**config.mk**
```make
export PLATFORM = sky130hd
export DESIGN_NAME = lcd_stream_writer
export DESIGN_NICKNAME = d
export VERILOG_FILES = /design/src/rtl/lcd_pkg.sv /design/src/rtl/lcd_axis_counter.sv /design/src/rtl/lcd_stream_writer.sv
export SDC_FILE = /design/constraint.sdc
export NUM_CORES = 1
export LEC_CHECK = 0
export BUFFER_PORTS_ARGS = -buffer_cell sky130_fd_sc_hd__buf_4
export CORE_MARGIN = 5
export CORE_UTILIZATION = 45
export CTS_CLUSTER_DIAMETER = 100
export CTS_CLUSTER_SIZE = 12
export DETAILED_ROUTE_END_ITERATION = 12
export GPL_TIMING_DRIVEN = 0
export PLACE_DENSITY = 0.77
export SKIP_LAST_GASP = 1
export SLEW_MARGIN = 20
export SYNTH_ARGS = -nofsm -noshare
export SYNTH_HDL_FRONTEND = slang
export SYNTH_HIERARCHICAL = 1
export SYNTH_SLANG_ARGS = --single-unit
```
**constraint.sdc**
```tcl
create_clock -name clk_12mhz -period 3.8 [get_ports clk_12mhz]
set_input_delay 0.19 -clock clk_12mhz [delete_from_list [all_inputs] [get_ports clk_12mhz]]
set_output_delay 0.19 -clock clk_12mhz [all_outputs]
set_load 0.02 [all_outputs]
```
**src/rtl/lcd_pkg.sv**
```systemverilog
// Shared types and constants for the LCD stream writer: output modes,
// default panel timing and the colour-bar palette.
package lcd_pkg;

    typedef enum logic [1:0] {
        LCD_STREAM = 2'd0,
        LCD_BARS   = 2'd1,
        LCD_SOLID  = 2'd2,
        LCD_BLANK  = 2'd3
    } lcd_mode_e;

    localparam int DEF_H_ACTIVE = 480;
    localparam int DEF_H_FP     = 2;
    localparam int DEF_H_SYNC   = 41;
    localparam int DEF_H_BP     = 2;
    localparam int DEF_V_ACTIVE = 272;
    localparam int DEF_V_FP     = 2;
    localparam int DEF_V_SYNC   = 10;
    localparam int DEF_V_BP     = 2;
    localparam int DEF_COLOR_W  = 8;

    localparam int BAR_COUNT = 8;

    // Bar colours as {R,G,B} on/off masks, left to right across the line.
    function automatic logic [2:0] bar_mask(input logic [2:0] idx);
        logic [2:0] m;
        case (idx)
            3'd0:    m = 3'b111;  // white
            3'd1:    m = 3'b110;  // yellow
            3'd2:    m = 3'b011;  // cyan
            3'd3:    m = 3'b010;  // green
            3'd4:    m = 3'b101;  // magenta
            3'd5:    m = 3'b100;  // red
            3'd6:    m = 3'b001;  // blue
            default: m = 3'b000;  // black
        endcase
        return m;
    endfunction

endpackage

```
**src/rtl/lcd_axis_counter.sv**
```systemverilog
// One timing axis (horizontal or vertical): a wrapping counter split into
// sync, back porch, active and front porch segments.
module lcd_axis_counter #(
    parameter int SYNC   = 2,
    parameter int BP     = 1,
    parameter int ACTIVE = 8,
    parameter int FP     = 1
) (
    input  logic i_clk,
    input  logic i_rst,
    input  logic i_en,
    output logic o_wrap,
    output logic o_active,
    output logic o_sync
);

    localparam int TOTAL = SYNC + BP + ACTIVE + FP;
    localparam int CW    = (TOTAL > 1) ? $clog2(TOTAL) : 1;

    localparam logic [CW-1:0] LAST      = CW'(TOTAL - 1);
    localparam logic [CW-1:0] SYNC_END  = CW'(SYNC);
    localparam logic [CW-1:0] ACT_START = CW'(SYNC + BP);
    localparam logic [CW-1:0] ACT_END   = CW'(SYNC + BP + ACTIVE);

    logic [CW-1:0] r_cnt;
    logic          w_last;

    assign w_last = (r_cnt == LAST);

    // NOTE: sequential state uses <= so every register samples pre-edge values.
    always_ff @(posedge i_clk or posedge i_rst) begin
        if (i_rst) begin
            r_cnt <= '0;
        end else if (i_en) begin
            r_cnt <= w_last ? '0 : r_cnt + 1'b1;
        end
    end

    assign o_wrap   = i_en && w_last;
    assign o_sync   = (r_cnt < SYNC_END);
    assign o_active = (r_cnt >= ACT_START) && (r_cnt < ACT_END);

endmodule

```
**src/rtl/lcd_stream_writer.sv**
```systemverilog
// RGB panel driver: generates sync/data-enable timing and fills active
// pixels from a show-ahead stream, colour bars, a solid colour or black.
module lcd_stream_writer
    import lcd_pkg::*;
#(
    parameter int H_ACTIVE = DEF_H_ACTIVE,
    parameter int H_FP     = DEF_H_FP,
    parameter int H_SYNC   = DEF_H_SYNC,
    parameter int H_BP     = DEF_H_BP,
    parameter int V_ACTIVE = DEF_V_ACTIVE,
    parameter int V_FP     = DEF_V_FP,
    parameter int V_SYNC   = DEF_V_SYNC,
    parameter int V_BP     = DEF_V_BP,
    parameter int COLOR_W  = DEF_COLOR_W,
    parameter bit SYNC_POL = 1'b0
) (
    input  logic                 clk_12mhz,
    input  logic                 rst,
    input  logic [3*COLOR_W-1:0] rgb_in,
    input  logic                 data_valid,
    output logic                 data_req,
    input  logic [1:0]           mode,
    input  logic [3*COLOR_W-1:0] solid_color,
    input  logic                 underflow_clr,
    output logic [3*COLOR_W-1:0] rgb_out,
    output logic                 hsync,
    output logic                 vsync,
    output logic                 d_en,
    output logic                 d_clk,
    output logic                 disp_en,
    output logic                 underflow,
    output logic                 frame_start
);

    localparam int PW     = 3 * COLOR_W;
    localparam int BAR_W  = H_ACTIVE / BAR_COUNT;
    localparam int BAR_CW = (BAR_W > 1) ? $clog2(BAR_W) : 1;

    localparam logic [BAR_CW-1:0] BAR_LAST = BAR_CW'(BAR_W - 1);

    logic w_h_wrap, w_h_active, w_h_sync;
    logic w_v_wrap, w_v_active, w_v_sync;
    logic w_active;
    logic w_starve;

    logic [PW-1:0]     w_pixel;
    logic [2:0]        w_bar_rgb;
    logic              r_origin;
    lcd_mode_e         r_mode;
    logic [PW-1:0]     r_solid;
    logic [BAR_CW-1:0] r_bar_cnt;
    logic [2:0]        r_bar_idx;

    lcd_axis_counter #(
        .SYNC   (H_SYNC),
        .BP     (H_BP),
        .ACTIVE (H_ACTIVE),
        .FP     (H_FP)
    ) u_h_cnt (
        .i_clk    (clk_12mhz),
        .i_rst    (rst),
        .i_en     (1'b1),
        .o_wrap   (w_h_wrap),
        .o_active (w_h_active),
        .o_sync   (w_h_sync)
    );

    lcd_axis_counter #(
        .SYNC   (V_SYNC),
        .BP     (V_BP),
        .ACTIVE (V_ACTIVE),
        .FP     (V_FP)
    ) u_v_cnt (
        .i_clk    (clk_12mhz),
        .i_rst    (rst),
        .i_en     (w_h_wrap),
        .o_wrap   (w_v_wrap),
        .o_active (w_v_active),
        .o_sync   (w_v_sync)
    );

    assign w_active = w_h_active && w_v_active;
    assign data_req = w_active && (r_mode == LCD_STREAM);
    assign w_starve = data_req && !data_valid;
    assign d_clk    = ~clk_12mhz & ~rst;

    // r_origin marks the h=0/v=0 cycle: set by reset and by the frame wrap.
    always_ff @(posedge clk_12mhz or posedge rst) begin
        if (rst) begin
            r_origin <= 1'b1;
            r_mode   <= LCD_STREAM;
            r_solid  <= '0;
        end else begin
            r_origin <= w_v_wrap;
            if (r_origin) begin
                r_mode  <= lcd_mode_e'(mode);
                r_solid <= solid_color;
            end
        end
    end

    always_ff @(posedge clk_12mhz or posedge rst) begin
        if (rst) begin
            r_bar_cnt <= '0;
            r_bar_idx <= '0;
        end else if (!w_active) begin
            r_bar_cnt <= '0;
            r_bar_idx <= '0;
        end else if (r_bar_cnt == BAR_LAST) begin
            r_bar_cnt <= '0;
            r_bar_idx <= r_bar_idx + 3'd1;
        end else begin
            r_bar_cnt <= r_bar_cnt + 1'b1;
        end
    end

    assign w_bar_rgb = bar_mask(r_bar_idx);

    // NOTE: default first so every path assigns w_pixel and no latch is inferred.
    always_comb begin
        w_pixel = '0;
        if (w_active) begin
            case (r_mode)
                LCD_STREAM: if (data_valid) w_pixel = rgb_in;
                LCD_BARS:   w_pixel = {{COLOR_W{w_bar_rgb[2]}},
                                       {COLOR_W{w_bar_rgb[1]}},
                                       {COLOR_W{w_bar_rgb[0]}}};
                LCD_SOLID:  w_pixel = r_solid;
                default:    w_pixel = '0;
            endcase
        end
    end

    always_ff @(posedge clk_12mhz or posedge rst) begin
        if (rst) begin
            rgb_out     <= '0;
            d_en        <= 1'b0;
            hsync       <= ~SYNC_POL;
            vsync       <= ~SYNC_POL;
            frame_start <= 1'b0;
            disp_en     <= 1'b0;
            underflow   <= 1'b0;
        end else begin
            rgb_out     <= w_pixel;
            d_en        <= w_active;
            hsync       <= w_h_sync ? SYNC_POL : ~SYNC_POL;
            vsync       <= w_v_sync ? SYNC_POL : ~SYNC_POL;
            frame_start <= r_origin;
            disp_en     <= disp_en | r_origin;
            // A starvation event in the same cycle as a clear keeps the flag set.
            if (w_starve)           underflow <= 1'b1;
            else if (underflow_clr) underflow <= 1'b0;
        end
    end

endmodule

```
==> impl_metrics.tcl <==
set metrics [dict create \
    drc_errors 0 \
    fin_skew_ns 0.0104 \
    synth_area_um2 3940 \
    yosysWarnings 6 \
    fmax_mhz 374 \
    slew_violations 0 \
    fp.dieW_um 104 \
    synthCells 346 \
    grt_pass1_wl_mm 15.0 \
    first_pass_iters 5 \
    wl_mm 8.78 \
    vias 3035 \
    synthTopCellsByArea "dfrtp_1 (52%), mux2_2 (7.7%), nand2_1 (4.6%)" \
    drive_gt1_frac 0.349 \
    p_per_area_nw_per_um2 377 \
    synth_xor_area_frac 0.0311 \
    yosysSeqAreaShare 0.540 \
    drtAntennaViolNets 0 \
    setup_ws_ns 1.13 \
    hpwl_mm 6.29 \
    synth-compound-area-share 0.123 \
    antennaDiodeCount 0 \
    synth_area_per_cell_um2 11.4 \
    io_buffers 84 \
    setup.worst_path.class "reg -> out" \
    rsz0062_at_grt "false" \
    finalNetCount 547 \
    cts_setup_buffers 0 \
    overflow 0 \
    grtUsageTotal 0.168 \
    dr.first_iter.drc_count 74 \
    dp_slack_ns 1.32 \
    antenna_found_initial 0 \
    peakVddDrop_mv 0.275 \
    required_ns 3.61 \
    yosysMostFrequentCell "dfrtp_1" \
    hp-class "in -> reg" \
    clkLatencyLatePin_ns 0.45 \
    path_clk_slew_ns 0.09 \
    yosys.area_share.simple 0.141 \
    min_period_over_period 0.703 \
    hold_viol 0 \
    leakagePower_nw 2.50 \
    ios 86 \
    synth_top_family_by_area "simple AND/OR/NAND/NOR gates" \
    fin_setup_tns_ns 0 \
    slew_headroom 0.630 \
    ys_types 57 \
    synthAdderAreaFrac 0.0349 \
    routedWlPerCell_um 14.8 \
    row_count 34 \
    cts_tree "built" \
    synth_top_area_share 0.520 \
    yosysTopAreaCell "dfrtp_1" \
    core_area_um2 8640 \
    maxCapViolCount 0 \
    worst_slew_pin_slew_ns 0.553 \
    die_h_um 104 \
    postSynth.asyncResetShare 1.00 \
    die-area_um2 10700 \
    synth_edf_count 0 \
    synth_top_flop_cell "dfrtp_1" \
    fin_crit_ns 2.67 \
    arrival_ns 2.48 \
    startpoint_type "flop" \
    outcome "completed" \
    grt_pass1_vias 3143 \
    synthMuxAreaShare 0.0797 \
    cp_max_fo 9 \
    viasPerCell 5.10 \
    setup_viol 0 \
    grt_max_degree 44 \
    area_delta_synth_final_pct 35.0 \
    synthTopCellsByCount "dfrtp_1 (82), nand2_1 (48), mux2_2 (27)" \
    fin_util 0.616 \
    worst_setup_path_end_kind "output pin" \
    syn_nets 411 \
    place_congestion 0.864 \
    ys_seq_elements 85 \
    initial_core_util 0.457 \
]
report_power, final:
group,internal [mW],total [mW],switching [mW],leakage [nW]
clock network,0.324,0.689,0.364,0.118
logic,0.161,0.313,0.152,1.30
registers,0.955,1.01,0.0504,1.08
total,1.44,2.01,0.567,2.50
final timing paths:
kind,from,end,slack (ns),cells after the start
max in group asynchronous,rst,r_origin,2.94,4
min reg2reg,r_origin,frame_start,0.41,0
min in group asynchronous,rst,r_bar_idx[1],0.29,3
min,rgb_in[20],rgb_out[20],0.01,3
max,u_h_cnt/r_cnt[6],data_req,1.13,9
max reg2reg,u_h_cnt/r_cnt[6],underflow,1.23,9
cell families (layout without fill, tap and decap cells):
| logic type | Yosys count | in the layout |
|---|---|---|
| xor gates and xnor gates | 14 | 14 |
| adders and majority gates | 11 | 11 |
| buffers and inverters | 37 | 178 |
| other | 1 | 1 |
| DFF | 85 | 85 |
| muxes | 28 | 28 |
| and+or+nand+nor | 105 | 105 |
| AOI/OAI and AO/OA | 65 | 65 |
layer usage:
| layer | up-vias | share of wire | track usage |
|---|---|---|---|
| met5 | - | 0 | 0 |
| met4 | 0 | 0.014 | 0.0572 |
| met3 | 13 | 0.050 | 0.0361 |
| met2 | 94 | 0.51 | 0.287 |
| met1 | 1442 | 0.43 | 0.211 |
| li1 | 1486 | - | - |
what timing repair did:
| item | in CTS | in global routing |
|---|---|---|
| resized for setup | 0 | 0 |
| hold endpoints to repair | 75 | 0 |
| hold buffers | 37 | 0 |
| setup endpoints to repair | 0 | 0 |
layout by cell type (no fill, tap or decap), drive strengths merged, types with 2 or more instances in the layout:
cell type | synthesis | routed
a31oi | 16 | 16
nand3 | 9 | 9
nand4 | 6 | 6
o21ai | 13 | 13
and4 | 2 | 2
nor3 | 7 | 7
dfstp | 3 | 3
o22ai | 2 | 2
a21oi | 13 | 13
xor2 | 6 | 6
a32oi | 8 | 8
dlygate4sd3 | 0 | 37
o211ai | 3 | 3
or3 | 4 | 4
ha | 11 | 11
nor2b | 2 | 2
inv | 21 | 24
nand2b | 2 | 2
clkinv | 0 | 2
mux2 | 27 | 27
a211oi | 2 | 2
nor2 | 11 | 11
o311ai | 3 | 3
buf | 15 | 100
dfrtp | 82 | 82
xnor2 | 8 | 8
clkbuf | 1 | 14
nand2 | 49 | 49
area by class of cell:
| cell class | instances | area [um^2] |
|---|---|---|
| fillers | 684 | 3310 |
| flip-flops and latches | 85 | 2130 |
| multi-input cells | 224 | 1620 |
| repair buffers | 121 | 1010 |
| clock buffers | 14 | 176 |
| well taps | 108 | 135 |
| plain buffers | 16 | 114 |
| inverters | 21 | 81.3 |
| clock inverters | 6 | 53.8 |
critical path, cell delays in order (launching register included):
cell and delay [ns]:
dfrtp_1 0.42, nor3_1 0.30, nand3b_1 0.19, o32a_1 0.35, o21ai_0 0.12, nand2_2 0.19, inv_1 0.13, nand2_1 0.09
inv_1 0.10, buf_4 0.14
metrics by stage:
step                      instance area (um^2)  hold WS (ns)  power, mW  cells
final                                     5320        0.0146       2.01    595
after global routing                      5320       0.00339       2.12    595
after CTS                                 5320       0.00255       2.03    595
after detailed placement                  4730         0.205       1.32    539
after global placement                    4710         0.204       1.31    538
after floorplan                           3940        0.0179       1.21    346
sequential cells by signal (all words and copies together), names as in the netlist, 2 cells and up:
name and count:
r_bar_cnt 6, r_bar_idx 3, r_mode 2, r_solid 24
rgb_out 24, u_h_cnt/r_cnt 10, u_v_cnt/r_cnt 9
No activity file was read; power rests on OpenSTA's default activity.
